===== config.mk =====
export PLATFORM = sky130hd
export DESIGN_NAME = mul64_acc
export DESIGN_NICKNAME = d
export VERILOG_FILES = /design/src/rtl/mul64_acc.sv
export SDC_FILE = /design/constraint.sdc
export NUM_CORES = 1
export LEC_CHECK = 0
export CORE_ASPECT_RATIO = 1.1
export CORE_MARGIN = 5
export CORE_UTILIZATION = 25
export CTS_CLUSTER_DIAMETER = 80
export DETAILED_ROUTE_END_ITERATION = 8
export SYNTH_ARGS = -nofsm -noshare
export SYNTH_HDL_FRONTEND = slang
export SYNTH_SLANG_ARGS = --single-unit

===== constraint.sdc =====
create_clock -name clk -period 3.25 [get_ports clk]
set_input_delay 0.325 -clock clk [delete_from_list [all_inputs] [get_ports clk]]
set_output_delay 0.325 -clock clk [all_outputs]
set_load 0.05 [all_outputs]

===== src/rtl/mul64_acc.sv =====
`default_nettype none
// mul64_acc: sums TERMS 64-bit products (delivered as 32-bit halves) with a
// two-stage split-carry adder, then offers the sum on a valid/ready port.
module mul64_acc #(
   parameter int unsigned TERMS = 4,
   parameter int unsigned CW    = 8
) (
   input  logic        clk,
   input  logic        rst_n,
   input  logic        in_valid,
   output logic        in_ready,
   input  logic [31:0] in_lo,
   input  logic [31:0] in_hi,
   output logic        out_valid,
   input  logic        out_ready,
   output logic [31:0] out_lo,
   output logic [31:0] out_hi,
   output logic        out_ovf
);

   typedef enum logic [1:0] {
      ACC   = 2'd0,
      DRAIN = 2'd1,
      HOLD  = 2'd2
   } state_t;

   state_t          state_q;
   logic            in_ready_q;
   logic            out_valid_q;
   logic [31:0]     acc_lo_q;
   logic [31:0]     acc_hi_q;
   logic [31:0]     pend_hi_q;
   logic            pend_c_q;
   logic            pend_valid_q;
   logic            ovf_q;
   logic [CW-1:0]   count_q;

   logic            accept_d;
   logic            take_d;
   logic            last_d;
   logic [CW-1:0]   count_d;
   logic [32:0]     sum_lo_d;
   logic [32:0]     sum_hi_d;

   assign accept_d = in_valid & in_ready_q;
   assign take_d   = out_valid_q & out_ready;
   assign count_d  = count_q + 1'b1;
   assign last_d   = (count_d == CW'(TERMS));
   assign sum_lo_d = {1'b0, acc_lo_q} + {1'b0, in_lo};
   assign sum_hi_d = {1'b0, acc_hi_q} + {1'b0, pend_hi_q} + {32'd0, pend_c_q};

   always_ff @(posedge clk or negedge rst_n) begin
      if (!rst_n) begin
         state_q     <= ACC;
         in_ready_q  <= 1'b1;
         out_valid_q <= 1'b0;
      end else begin
         case (state_q)
            ACC: begin
               if (accept_d && last_d) begin
                  state_q    <= DRAIN;
                  in_ready_q <= 1'b0;
               end
            end
            DRAIN: begin
               state_q     <= HOLD;
               out_valid_q <= 1'b1;
            end
            HOLD: begin
               if (out_ready) begin
                  state_q     <= ACC;
                  out_valid_q <= 1'b0;
                  in_ready_q  <= 1'b1;
               end
            end
            default: begin
               state_q     <= ACC;
               in_ready_q  <= 1'b1;
               out_valid_q <= 1'b0;
            end
         endcase
      end
   end

   // Low half and high half live in separate registers, so stage 1 of a new
   // term and stage 2 of the previous one can update on the same edge.
   always_ff @(posedge clk or negedge rst_n) begin
      if (!rst_n) begin
         acc_lo_q     <= '0;
         acc_hi_q     <= '0;
         pend_hi_q    <= '0;
         pend_c_q     <= 1'b0;
         pend_valid_q <= 1'b0;
         ovf_q        <= 1'b0;
         count_q      <= '0;
      end else begin
         if (take_d) begin
            acc_lo_q <= '0;
            count_q  <= '0;
         end else if (accept_d) begin
            acc_lo_q <= sum_lo_d[31:0];
            count_q  <= count_d;
         end

         if (accept_d) begin
            pend_hi_q    <= in_hi;
            pend_c_q     <= sum_lo_d[32];
            pend_valid_q <= 1'b1;
         end else begin
            pend_valid_q <= 1'b0;
         end

         if (take_d) begin
            acc_hi_q <= '0;
            ovf_q    <= 1'b0;
         end else if (pend_valid_q) begin
            acc_hi_q <= sum_hi_d[31:0];
            if (sum_hi_d[32]) ovf_q <= 1'b1;
         end
      end
   end

   assign in_ready  = in_ready_q;
   assign out_valid = out_valid_q;
   assign out_lo    = acc_lo_q;
   assign out_hi    = acc_hi_q;
   assign out_ovf   = ovf_q;

endmodule
`default_nettype wire


==> flow_metrics.py <==
metrics = {
    "clocking": {
        "h-tree-depth": 3,
        "cts-root-buf": "clkbuf_16",
        "cts.clk_slew.worst_paths_ns": 0.08,
        "cts_hold_buffers": 0,
        "cts_tree": "done",
        "clock_path_buffers": 2,
        "insertion_delay_ns": 0.36,
        "numCtsBuffers": 9,
        "clock-sinks": 111,
        "postCtsSetupBuffers": 0,
    },
    "drt": {
        "dr.pass1.iters": 6,
        "vias_per_cell": 4.84,
        "postRouteAntennaNets": 0,
        "vias": 6665,
        "wire_per_inst_um": 15.9,
        "drc_errors": 0,
        "drtIter0Drc": 376,
        "wl_mm": 21.9,
    },
    "sta": {
        "hold_viol_final": 1,
        "rsz0062_at_grt": "no",
        "period_share_pct": 92.0,
        "fin_skew_ns": 0.0117,
        "hold_slack_ns": -0.00230,
        "fin_crit_ns": 2.99,
        "setup_slack_ns": 0.261,
        "tightest_slew_ns": 0.775,
        "final_max_slew_viol_count": 0,
        "fmax_mhz": 335,
        "relSlewSlack_pct": 48.3,
        "finalSetupViolCount": 0,
    },
    "finish": {
        "nFillCells": 3159,
        "syn_to_final_growth_pct": 28.1,
        "final_nets": 1133,
        "diodes": 0,
        "final_cell_mix": "nand2_1, clkdlybuf4s50_1, dfrtp_1",
        "mostFrequentLayoutCell": "nand2_1",
        "drive_above_1_share_pct": 5.49,
        "final_core_util_pct": 32.5,
    },
    "power_and_ir_drop": {
        "ir_drop_mv": 0.556,
        "combPwrFrac_pct": 67.1,
        "swShare_pct": 50.2,
        "p_int_mw": 5.67,
        "powerDensity_mw_per_mm2": 1180,
        "p_leak_nw": 4.47,
        "p_clk_share_pct": 10.4,
        "power_frac_seq_pct": 22.5,
        "p_switching_mw": 5.72,
        "total_power_mw": 11.4,
    },
    "synth": {
        "synth-warning-count": 0,
        "yosysSeqAreaShare_pct": 36.8,
        "synthDistinctLibCells": 65,
        "synth-main-ff-cell": "dfrtp_1",
        "syn_nets": 1011,
        "ys_ff_latch": 111,
        "syn_area_mm2": 0.00755,
        "syn_inst": 875,
        "synth-edff-count": 0,
        "async_flop_share_pct": 100,
        "avgSynthCellArea_um2": 8.63,
    },
    "floorplanning": {
        "core_mm2": 0.0297,
        "start_util_pct": 25.4,
        "rows": 66,
        "die_area_mm2": 0.0338,
        "die_h_um": 192,
        "io_pins": 135,
        "die_w_um": 176,
    },
    "grt": {
        "grt_max_degree": 65,
        "antenna_found_initial": 2,
        "grt_overflow_total": 0,
        "grt_pass1_wl_mm": 36.1,
        "grtUsageTotal_pct": 13.1,
        "first_global_vias": 6858,
    },
    "place": {
        "hpwlAfterDp_mm": 16.3,
        "portBuffers": 134,
        "gp_congestion": 0.882,
        "pre_cts_ws_ns": -0.0477,
    },
    "setup_path": {
        "crit_required_ns": 3.49,
        "crit_type": "reg2reg",
        "crit_fanout": 3,
        "cp_data_arrival_time_ns": 3.23,
        "cp-start-kind": "register",
        "setup.worst_path.end_class": "register",
    },
    "min_path": {
        "hold_path_class": "in2async",
    },
    "outcome": {
        "violations": "negative hold slack",
        "status": "finished, violations left",
    },
    "run": {
        "maxCapViolations": 0,
    },
}
-- power groups by stage --
stage	clock network (mW)	registers, mW	logic (mW)
CTS	1.25	2.57	7.66
global placement	0	2.58	7.53
detailed placement	0	2.59	7.62
global route	1.29	2.66	8.43
floorplan	0	3.71	4.37
finish	1.19	2.56	7.64
-- metal layers --
metal / part of all wire [%] / wire, um / global-route usage, % / vias up
li1: - / - / - / 3340
met4: 0.64 / 140 / 2.34 / 4
met3: 6.4 / 1400 / 3.88 / 14
met5: 0.10 / 22 / 0 / -
met1: 47 / 10200 / 17.0 / 3137
met2: 46 / 10200 / 22.1 / 170
-- sequential cells by signal, summed over array words and instances, names as in the netlist, 2 cells and up --
signal / flops
count_q: 8
out_lo: 32
state_q: 2
out_hi: 32
pend_hi_q: 32
-- cell type report --
type,instances,area (um^2),share of cell area [%]
tap,374,468,4.84
clock buffer,9,225,2.33
inverter,16,60.1,0.621
multi-input combinational,710,4570,47.3
clock inverter,7,88.8,0.918
timing repair buffer,149,1480,15.3
sequential,111,2780,28.7
-- worst paths after layout --
path / from / endpoint / slack, ns / cells after the start
setup / recovery: out_hi[0] / out_hi[18] / 0.26 / 13
hold / removal: rst_n / out_lo[20] / -0.002 / 1
max in group asynchronous: rst_n / pend_valid_q / 2.43 / 2
hold reg to reg: pend_hi_q[29] / pend_hi_q[29] / 0.48 / 2
min in group clk: pend_hi_q[29] / pend_hi_q[29] / 0.48 / 2
setup reg to reg: out_hi[0] / out_hi[18] / 0.26 / 13
-- synth_stat cells (all sizes together), types with 14 or more instances --
library cell / count / area share, %
dfrtp: 110 / 36
nand3: 17 / 1.1
a21o: 30 / 3.0
ha: 65 / 11
a21oi: 81 / 5.5
nand4: 15 / 1.3
inv: 16 / 0.80
nand2: 175 / 8.7
mux2i: 22 / 2.9
clkbuf: 29 / 1.4
xnor2: 33 / 3.8
nor2: 69 / 3.4
nor3: 14 / 0.93
o21ai: 45 / 3.2
xor2: 22 / 2.6
-- worst max-delay path, cell delays in order, from the launching register on --
cell and delay (ns):
dfrtp_1 0.43, fa_1 0.47, inv_1 0.09, fa_1 0.20, nor2b_1 0.05, o21ai_0 0.15, nand2b_1 0.11, a31oi_2 0.27
o21ai_0 0.23, a21oi_1 0.34, o21ai_0 0.18, xor2_1 0.16, mux2i_1 0.14, nor2_1 0.05
-- timing repair --
action                                 in CTS  in global routing
endpoints found under the hold margin       0                  0
setup endpoints to repair                   0                  6
resized for setup                           0                  4
-- cells by family (layout without fill, tap and decap cells) --
logic type	after synthesis	count (layout)	synth area share, %
AO/OA/AOI/OAI	223	223	19.2
XOR/XNOR	55	55	6.38
AND/OR/NAND/NOR	341	341	20.1
multiplexers	23	23	3.07
buffers and inverters	54	181	2.88
adder cells (fa/ha/maj)	68	68	11.6
flip-flops	111	111	36.8
-- stage by stage --
step | TNS (ns) | instance area (um^2) | hold slack [ns] | cells
after detailed placement | -0.108 | 9340 | 0.429 | 1360
after CTS | 0 | 9650 | 0.0295 | 1376
final | 0 | 9670 | -0.00230 | 1376
after global placement | -0.0693 | 9340 | 0.421 | 1360
after floorplan | 0 | 7550 | 0.0294 | 875
after global routing | 0 | 9670 | 0.0613 | 1376
Power figures use the tool's default switching activity.
